<file path="config.mk">
export PLATFORM = sky130hd
export DESIGN_NAME = cpu_ctrl
export DESIGN_NICKNAME = d
export VERILOG_FILES = /design/src/rtl/cpu_pkg.sv /design/src/rtl/cpu_ctrl_decode.sv /design/src/rtl/cpu_ctrl.sv
export SDC_FILE = /design/constraint.sdc
export NUM_CORES = 1
export LEC_CHECK = 0
export CAP_MARGIN = 20
export CORE_ASPECT_RATIO = 2
export CORE_UTILIZATION = 57
export DETAILED_ROUTE_END_ITERATION = 7
export GPL_TIMING_DRIVEN = 0
export HOLD_SLACK_MARGIN = 0.05
export PLACE_DENSITY = 0.9
export REMOVE_ABC_BUFFERS = 1
export SLEW_MARGIN = 20
export SYNTH_ARGS = -nofsm -noshare
export SYNTH_HDL_FRONTEND = slang
export SYNTH_SLANG_ARGS = --single-unit
</file>
<file path="constraint.sdc">
create_clock -name clk -period 4.7 [get_ports clk]
set_input_delay 0.94 -clock clk [delete_from_list [all_inputs] [get_ports clk]]
set_output_delay 0.94 -clock clk [all_outputs]
set_load 0.005 [all_outputs]
</file>
<file path="src/rtl/cpu_pkg.sv">
// Shared opcode, ALU, immediate-mode and FSM definitions for the multi-cycle CPU controller.
package cpu_pkg;

    localparam logic [5:0] OP_NOOP = 6'b000000;
    localparam logic [5:0] OP_J    = 6'b000001;
    localparam logic [5:0] OP_MOV  = 6'b010000;
    localparam logic [5:0] OP_ADD  = 6'b010010;
    localparam logic [5:0] OP_SUB  = 6'b010011;
    localparam logic [5:0] OP_OR   = 6'b010100;
    localparam logic [5:0] OP_AND  = 6'b010101;
    localparam logic [5:0] OP_XOR  = 6'b010110;
    localparam logic [5:0] OP_SLT  = 6'b010111;
    localparam logic [5:0] OP_BEQ  = 6'b100000;
    localparam logic [5:0] OP_BNE  = 6'b100001;
    localparam logic [5:0] OP_BLT  = 6'b100010;
    localparam logic [5:0] OP_BLE  = 6'b100011;
    localparam logic [5:0] OP_ADDI = 6'b110010;
    localparam logic [5:0] OP_SUBI = 6'b110011;
    localparam logic [5:0] OP_ORI  = 6'b110100;
    localparam logic [5:0] OP_ANDI = 6'b110101;
    localparam logic [5:0] OP_XORI = 6'b110110;
    localparam logic [5:0] OP_SLTI = 6'b110111;
    localparam logic [5:0] OP_LI   = 6'b111001;
    localparam logic [5:0] OP_LUI  = 6'b111010;
    localparam logic [5:0] OP_LWI  = 6'b111011;
    localparam logic [5:0] OP_SWI  = 6'b111100;
    localparam logic [5:0] OP_LW   = 6'b111101;
    localparam logic [5:0] OP_SW   = 6'b111110;

    typedef enum logic [3:0] {
        ALU_NOP, ALU_MOV, ALU_ADD, ALU_SUB, ALU_OR, ALU_AND, ALU_XOR, ALU_SLT, ALU_PASSB
    } alu_op_e;

    typedef enum logic [1:0] {
        IMM_SEXT = 2'd0,
        IMM_ZEXT = 2'd1,
        IMM_HI   = 2'd2
    } imm_mode_e;

    typedef enum logic [2:0] {
        S_FETCH, S_DECODE, S_EXEC, S_MEM, S_WB, S_HALT
    } state_e;

    typedef enum logic [2:0] {
        K_NOOP, K_ALU, K_BRANCH, K_JUMP, K_LOAD, K_STORE, K_ILLEGAL
    } kind_e;

    typedef enum logic [1:0] {BR_EQ, BR_NE, BR_LT, BR_LE} br_cond_e;

    typedef struct packed {
        kind_e     kind;
        alu_op_e   alu_op;
        logic      src_imm;
        imm_mode_e imm_mode;
        br_cond_e  br;
    } ctrl_t;

    function automatic logic br_taken(input br_cond_e c, input logic eq, input logic lt);
        case (c)
            BR_EQ:   return eq;
            BR_NE:   return !eq;
            BR_LT:   return lt;
            default: return lt | eq;
        endcase
    endfunction

endpackage

</file>
<file path="src/rtl/cpu_ctrl_decode.sv">
// Combinational opcode decoder: instruction class plus the static ALU/immediate controls.
module ctrl_decode
    import cpu_pkg::*;
(
    input  logic [5:0] op,
    output ctrl_t      ctrl
);

    always_comb begin
        ctrl = '{K_ILLEGAL, ALU_NOP, 1'b0, IMM_SEXT, BR_EQ};
        case (op)
            OP_NOOP: ctrl.kind = K_NOOP;
            OP_J:    begin ctrl.kind = K_JUMP; ctrl.imm_mode = IMM_ZEXT; end
            OP_MOV:  begin ctrl.kind = K_ALU; ctrl.alu_op = ALU_MOV; end
            OP_ADD:  begin ctrl.kind = K_ALU; ctrl.alu_op = ALU_ADD; end
            OP_SUB:  begin ctrl.kind = K_ALU; ctrl.alu_op = ALU_SUB; end
            OP_OR:   begin ctrl.kind = K_ALU; ctrl.alu_op = ALU_OR;  end
            OP_AND:  begin ctrl.kind = K_ALU; ctrl.alu_op = ALU_AND; end
            OP_XOR:  begin ctrl.kind = K_ALU; ctrl.alu_op = ALU_XOR; end
            OP_SLT:  begin ctrl.kind = K_ALU; ctrl.alu_op = ALU_SLT; end
            // branches compare rd against rs, so operand B stays the register
            OP_BEQ:  begin ctrl.kind = K_BRANCH; ctrl.alu_op = ALU_SUB; ctrl.br = BR_EQ; end
            OP_BNE:  begin ctrl.kind = K_BRANCH; ctrl.alu_op = ALU_SUB; ctrl.br = BR_NE; end
            OP_BLT:  begin ctrl.kind = K_BRANCH; ctrl.alu_op = ALU_SUB; ctrl.br = BR_LT; end
            OP_BLE:  begin ctrl.kind = K_BRANCH; ctrl.alu_op = ALU_SUB; ctrl.br = BR_LE; end
            OP_ADDI: begin ctrl.kind = K_ALU; ctrl.alu_op = ALU_ADD; ctrl.src_imm = 1'b1; end
            OP_SUBI: begin ctrl.kind = K_ALU; ctrl.alu_op = ALU_SUB; ctrl.src_imm = 1'b1; end
            OP_SLTI: begin ctrl.kind = K_ALU; ctrl.alu_op = ALU_SLT; ctrl.src_imm = 1'b1; end
            OP_ORI:  begin ctrl.kind = K_ALU; ctrl.alu_op = ALU_OR;  ctrl.src_imm = 1'b1; ctrl.imm_mode = IMM_ZEXT; end
            OP_ANDI: begin ctrl.kind = K_ALU; ctrl.alu_op = ALU_AND; ctrl.src_imm = 1'b1; ctrl.imm_mode = IMM_ZEXT; end
            OP_XORI: begin ctrl.kind = K_ALU; ctrl.alu_op = ALU_XOR; ctrl.src_imm = 1'b1; ctrl.imm_mode = IMM_ZEXT; end
            OP_LI:   begin ctrl.kind = K_ALU; ctrl.alu_op = ALU_PASSB; ctrl.src_imm = 1'b1; end
            OP_LUI:  begin ctrl.kind = K_ALU; ctrl.alu_op = ALU_PASSB; ctrl.src_imm = 1'b1; ctrl.imm_mode = IMM_HI; end
            OP_LW:   begin ctrl.kind = K_LOAD;  ctrl.alu_op = ALU_ADD; ctrl.src_imm = 1'b1; end
            OP_SW:   begin ctrl.kind = K_STORE; ctrl.alu_op = ALU_ADD; ctrl.src_imm = 1'b1; end
            OP_LWI:  begin ctrl.kind = K_LOAD;  ctrl.alu_op = ALU_PASSB; ctrl.src_imm = 1'b1; ctrl.imm_mode = IMM_ZEXT; end
            OP_SWI:  begin ctrl.kind = K_STORE; ctrl.alu_op = ALU_PASSB; ctrl.src_imm = 1'b1; ctrl.imm_mode = IMM_ZEXT; end
            default: ;
        endcase
    end

endmodule

</file>
<file path="src/rtl/cpu_ctrl.sv">
// Multi-cycle CPU controller: state, PC and IR; controls are Moore-decoded from state and IR.
// Define CPU_CTRL_ILLEGAL_TRAP_EN to trap undefined opcodes into HALT with a sticky illegal flag.
module cpu_ctrl
    import cpu_pkg::*;
#(
    parameter int              PC_W     = 16,
    parameter logic [PC_W-1:0] RESET_PC = '0
) (
    input  logic            clk,
    input  logic            rst,
    input  logic [31:0]     instr,
    output logic [PC_W-1:0] pc,
    output logic            ir_load,
    input  logic            alu_eq,
    input  logic            alu_lt,
    output logic [3:0]      alu_op,
    output logic            alu_src_imm,
    output logic [1:0]      imm_mode,
    output logic            reg_we,
    output logic            mem_req,
    output logic            mem_we,
    input  logic            mem_ready,
    output logic            illegal
);

    localparam logic [PC_W-1:0] PC_ONE = PC_W'(1);

    state_e          state, state_nx;
    logic [31:0]     ir;
    logic [PC_W-1:0] pc_nx, pc_inc, pc_off, pc_jmp;
    logic [9:0]      unused_regs;
    ctrl_t           ctrl;

    ctrl_decode u_dec (
        .op   (ir[31:26]),
        .ctrl (ctrl)
    );

    // register fields feed the datapath, not the sequencer
    assign unused_regs = ir[25:16];

    assign pc_inc = pc + PC_ONE;
    assign pc_off = PC_W'($signed(ir[15:0]));
    assign pc_jmp = PC_W'(ir[15:0]);

`ifdef CPU_CTRL_ILLEGAL_TRAP_EN
    logic ill_set;
`endif

    always_ff @(posedge clk or posedge rst) begin
        if (rst) begin
            state <= S_FETCH;
            pc    <= RESET_PC;
            ir    <= '0;
        end else begin
            state <= state_nx;
            pc    <= pc_nx;
            if (state == S_FETCH) ir <= instr;
        end
    end

`ifdef CPU_CTRL_ILLEGAL_TRAP_EN
    always_ff @(posedge clk or posedge rst) begin
        if (rst)          illegal <= 1'b0;
        else if (ill_set) illegal <= 1'b1;
    end
`else
    assign illegal = 1'b0;
`endif

    always_comb begin
        state_nx    = state;
        pc_nx       = pc;
`ifdef CPU_CTRL_ILLEGAL_TRAP_EN
        ill_set     = 1'b0;
`endif
        ir_load     = (state == S_FETCH);
        reg_we      = (state == S_WB);
        mem_req     = (state == S_MEM);
        mem_we      = (state == S_MEM) && (ctrl.kind == K_STORE);
        alu_op      = ctrl.alu_op;
        alu_src_imm = ctrl.src_imm;
        imm_mode    = ctrl.imm_mode;

        case (state)
            S_FETCH: state_nx = S_DECODE;
            S_DECODE: begin
                case (ctrl.kind)
                    K_NOOP: begin
                        pc_nx    = pc_inc;
                        state_nx = S_FETCH;
                    end
                    K_ILLEGAL: begin
`ifdef CPU_CTRL_ILLEGAL_TRAP_EN
                        ill_set  = 1'b1;
                        state_nx = S_HALT;
`else
                        pc_nx    = pc_inc;
                        state_nx = S_FETCH;
`endif
                    end
                    default: state_nx = S_EXEC;
                endcase
            end
            S_EXEC: begin
                case (ctrl.kind)
                    K_BRANCH: begin
                        pc_nx    = br_taken(ctrl.br, alu_eq, alu_lt) ? pc_inc + pc_off : pc_inc;
                        state_nx = S_FETCH;
                    end
                    K_JUMP: begin
                        pc_nx    = pc_jmp;
                        state_nx = S_FETCH;
                    end
                    K_LOAD, K_STORE: state_nx = S_MEM;
                    default:         state_nx = S_WB;
                endcase
            end
            S_MEM: begin
                if (mem_ready) begin
                    if (ctrl.kind == K_STORE) begin
                        pc_nx    = pc_inc;
                        state_nx = S_FETCH;
                    end else begin
                        state_nx = S_WB;
                    end
                end
            end
            S_WB: begin
                pc_nx    = pc_inc;
                state_nx = S_FETCH;
            end
            S_HALT:  state_nx = S_HALT;
            default: state_nx = S_FETCH;
        endcase
    end

endmodule

</file>
==> run_results.csv <==
group,metric,value,unit
clocking,clockBufferDepth,2,
detailed_routing,drt_iter0_drc,276,
placement,port_buffers,53,
clocking,holdBufCountCts,0,
clocking,cts_made_buffers,5,
cells_and_area,fin_area,0.00409,sq mm
clocking,htreeDepth,2,
timing,hold_viol_final,0,
synthesis,synth_top_area_share,30.8,%
detailed_routing,dr.pass1.iters,5,
synthesis,netlist_instances,400,
timing,setup_viol,0,
floorplan,die_area,0.00618,sq mm
clocking,cts_resized,0,
floorplan,core-area,0.00566,sq mm
worst_setup_path,required,4.93,ns
clocking,cts.sinks,41,
detailed_routing,wl_per_cell,18.1,microns
placement,gp_congestion,0.942,
synthesis,yosys.area.top_type,"dfrtp_1",
cells_and_area,drive_above_1_share,8.58,%
worst_setup_path,cp-start-kind,"flip-flop",
timing,rsz0062_at_grt,"no",
clocking,clkLatencyLatePin,0.29,ns
timing,layout_min_cycle_time,3.51,ns
floorplan,die_h,110,microns
clocking,post_cts.repair.setup_buffers,0,
synthesis,synth_area_leaders,"dfrtp_1 31%, mux2_2 6.8%, ha_1 6.0%",
power,power,3360,uW
detailed_routing,remaining_drc_errors,0,
run,maxCapViolCount,0,
synthesis,netlist_area,0.00334,sq mm
floorplan,fp.dieW,56.1,microns
cells_and_area,finalNetCount,496,
worst_setup_path,cp_max_fo,7,
clocking,clk_pin_slew_worst_paths,0.06,ns
placement,place_hpwl,6.84,mm
global_routing,grt_max_degree,32,
timing,hold_slack,0.553,ns
timing,clock_skew,0.00189,ns
power,p_leak,0.00164,uW
synthesis,synth.yosys.seq_area_share,30.8,%
worst_setup_path,cp.arrival,3.74,ns
detailed_routing,vias,3306,
clocking,cts_root_buf,"clkbuf_16",
global_routing,overflow,0,
synthesis,async_flop_share,100,%
timing,finalCritPeriodShare,74.7,%
synthesis,ys_ff_latch,41,
power,ir_drop,0.582,mV
cells_and_area,area_growth,22.7,%
cells_and_area,diodes,0,
synthesis,yosysUniqueCellTypes,57,
floorplan,pin_count,65,
timing,drv_slew,0,
synthesis,synthFlopType,"dfrtp_1",
detailed_routing,wirelength,9.12,mm
power,power_density,820,mW/mm^2
global_routing,grt_usage,31.4,%
synthesis,syn_area_per_cell,8.34,sq um
detailed_routing,ant_nets,0,
timing,fmax,285,MHz
worst_setup_path,cp-end-kind,"flip-flop",
timing,layout_setup_ws,1.19,ns
detailed_routing,routed_via_density,6.56,
clocking,cts_tree,"yes",
floorplan,initial_core_util,58.9,%
synthesis,synth-edff-count,0,
global_routing,grt_pass1_vias,3245,
global_routing,grt_pass1_wl,15.1,mm
worst_setup_path,crit_type,"reg -> reg",
synthesis,synth_warnings,0,
status,status,"finished clean",
min_path,hold_path_class,"reg -> reg",
floorplan,row_count,39,
placement,placed_area,0.00392,sq mm
timing,maxSlewHeadroom,33.1,%
timing,tightestPinTransition,0.999,ns
global_routing,antenna_found_initial,0,
placement,dp_worst_setup_slack,1.27,ns
path summary, 6_finish.rpt:
kind,start,endpoint,slack [ns],cells after the start
hold / removal,ir[3],ir[3],0.55,1
setup reg to reg,pc[0],pc[15],1.19,11
hold reg to reg,ir[3],ir[3],0.55,1
max in group asynchronous,rst,ir[12],3.34,3
setup / recovery,pc[0],pc[15],1.19,11
min in group asynchronous,rst,ir[1],0.90,2
through the flow:
step / setup TNS [ns] / utilization, % / cells
6_report: 0 / 72.3 / 504
4_1_cts: 0 / 72.3 / 504
3_5_place_dp: 0 / 69.3 / 496
3_3_place_gp: -0.159 / 68.0 / 492
2_1_floorplan: 0 / - / 378
5_1_grt: 0 / 72.3 / 504
flip-flops by register name, summed over array words and instances (netlist names):
signal  count
pc         16
state       3
ir         22
worst max-delay path: stages, from the launching register on:
cell and delay, ns:
dfrtp_1 0.48, ha_1 0.36, and3_1 0.33, and2_1 0.18
nand3_1 0.11, xnor2_1 0.16, ha_1 0.41, nand4_1 0.20
o41ai_1 0.53, xor2_1 0.16, a2111o_1 0.43, nand3_1 0.08
logic make-up after synthesis:
logic type	after synthesis	share of synthesized area, %
adder cells (fa/ha/maj)	17	6.60
AND/OR/NAND/NOR	139	20.0
AO/OA/AOI/OAI	117	23.1
other	1	0.112
buffers and inverters	32	3.90
XOR/XNOR	31	8.14
multiplexers	22	7.35
flip-flops	41	30.8
power by group:
part           internal [uW]  switching, uW  leakage (uW)  total [uW]
sequential               525            305      0.000495         830
combinational           1010           1110       0.00106        2120
clock                    266            144     0.0000841         410
total                   1800           1560       0.00164        3360
synth_stat cells, types with 2 or more instances:
cell type  number
ha_1           16
a211oi_1        4
nor3_1         10
inv_1          10
a221oi_1        3
nor2b_1         8
o211ai_1        5
xnor2_1        20
nand4_1         4
nand3_1        18
nor2_1         38
o22a_1          4
and4_1          3
o31ai_1         6
and2_1          2
mux2i_1         2
nand2_1        40
a21oi_1        32
and3_1          4
a21o_1          6
clkbuf_1       16
xor2_1         11
o21ai_0        27
nor3b_1         2
dfrtp_1        41
o21bai_1        3
nand2b_1        4
mux2_2         20
buf_2           5
a41oi_1         2
a221o_1         2
o22ai_1         6
a32o_1          2
layout make-up:
class	count	area, sq um
Clock inverter	1	30.0
Clock buffer	7	143
Fill cell	436	1570
Sequential cell	41	1030
Inverter	10	37.5
Timing Repair Buffer	57	581
Tap cell	61	76.3
Multi-Input combinational cell	327	2200
cells in the final DEF, fill, tap and decap left out, drive strengths merged, types with 4 or more instances in the layout:
cell type	synthesis	final
nor2b	8	8
nand3	18	18
nand2	40	40
mux2	20	20
o211ai	5	5
dfrtp	41	41
clkbuf	16	7
a21oi	32	32
nand2b	4	4
o22ai	6	6
ha	16	16
nor3	11	11
o22a	4	4
inv	10	10
buf	6	4
and3	4	4
a21o	6	6
o31ai	6	6
o21ai	27	27
nand4	4	4
clkdlybuf4s50	0	53
a211oi	4	4
xnor2	20	20
nor2	39	39
xor2	11	11
per-layer routing:
layer | GRT usage, % | vias to the layer above | wire length (microns)
met1 | 33.9 | 1590 | 3250
met5 | 0 | - | 0
li1 | - | 1543 | -
met3 | 3.73 | 32 | 422
met4 | 18.5 | 0 | 426
met2 | 57.9 | 141 | 5020
No activity file was read; power rests on OpenSTA's default activity.
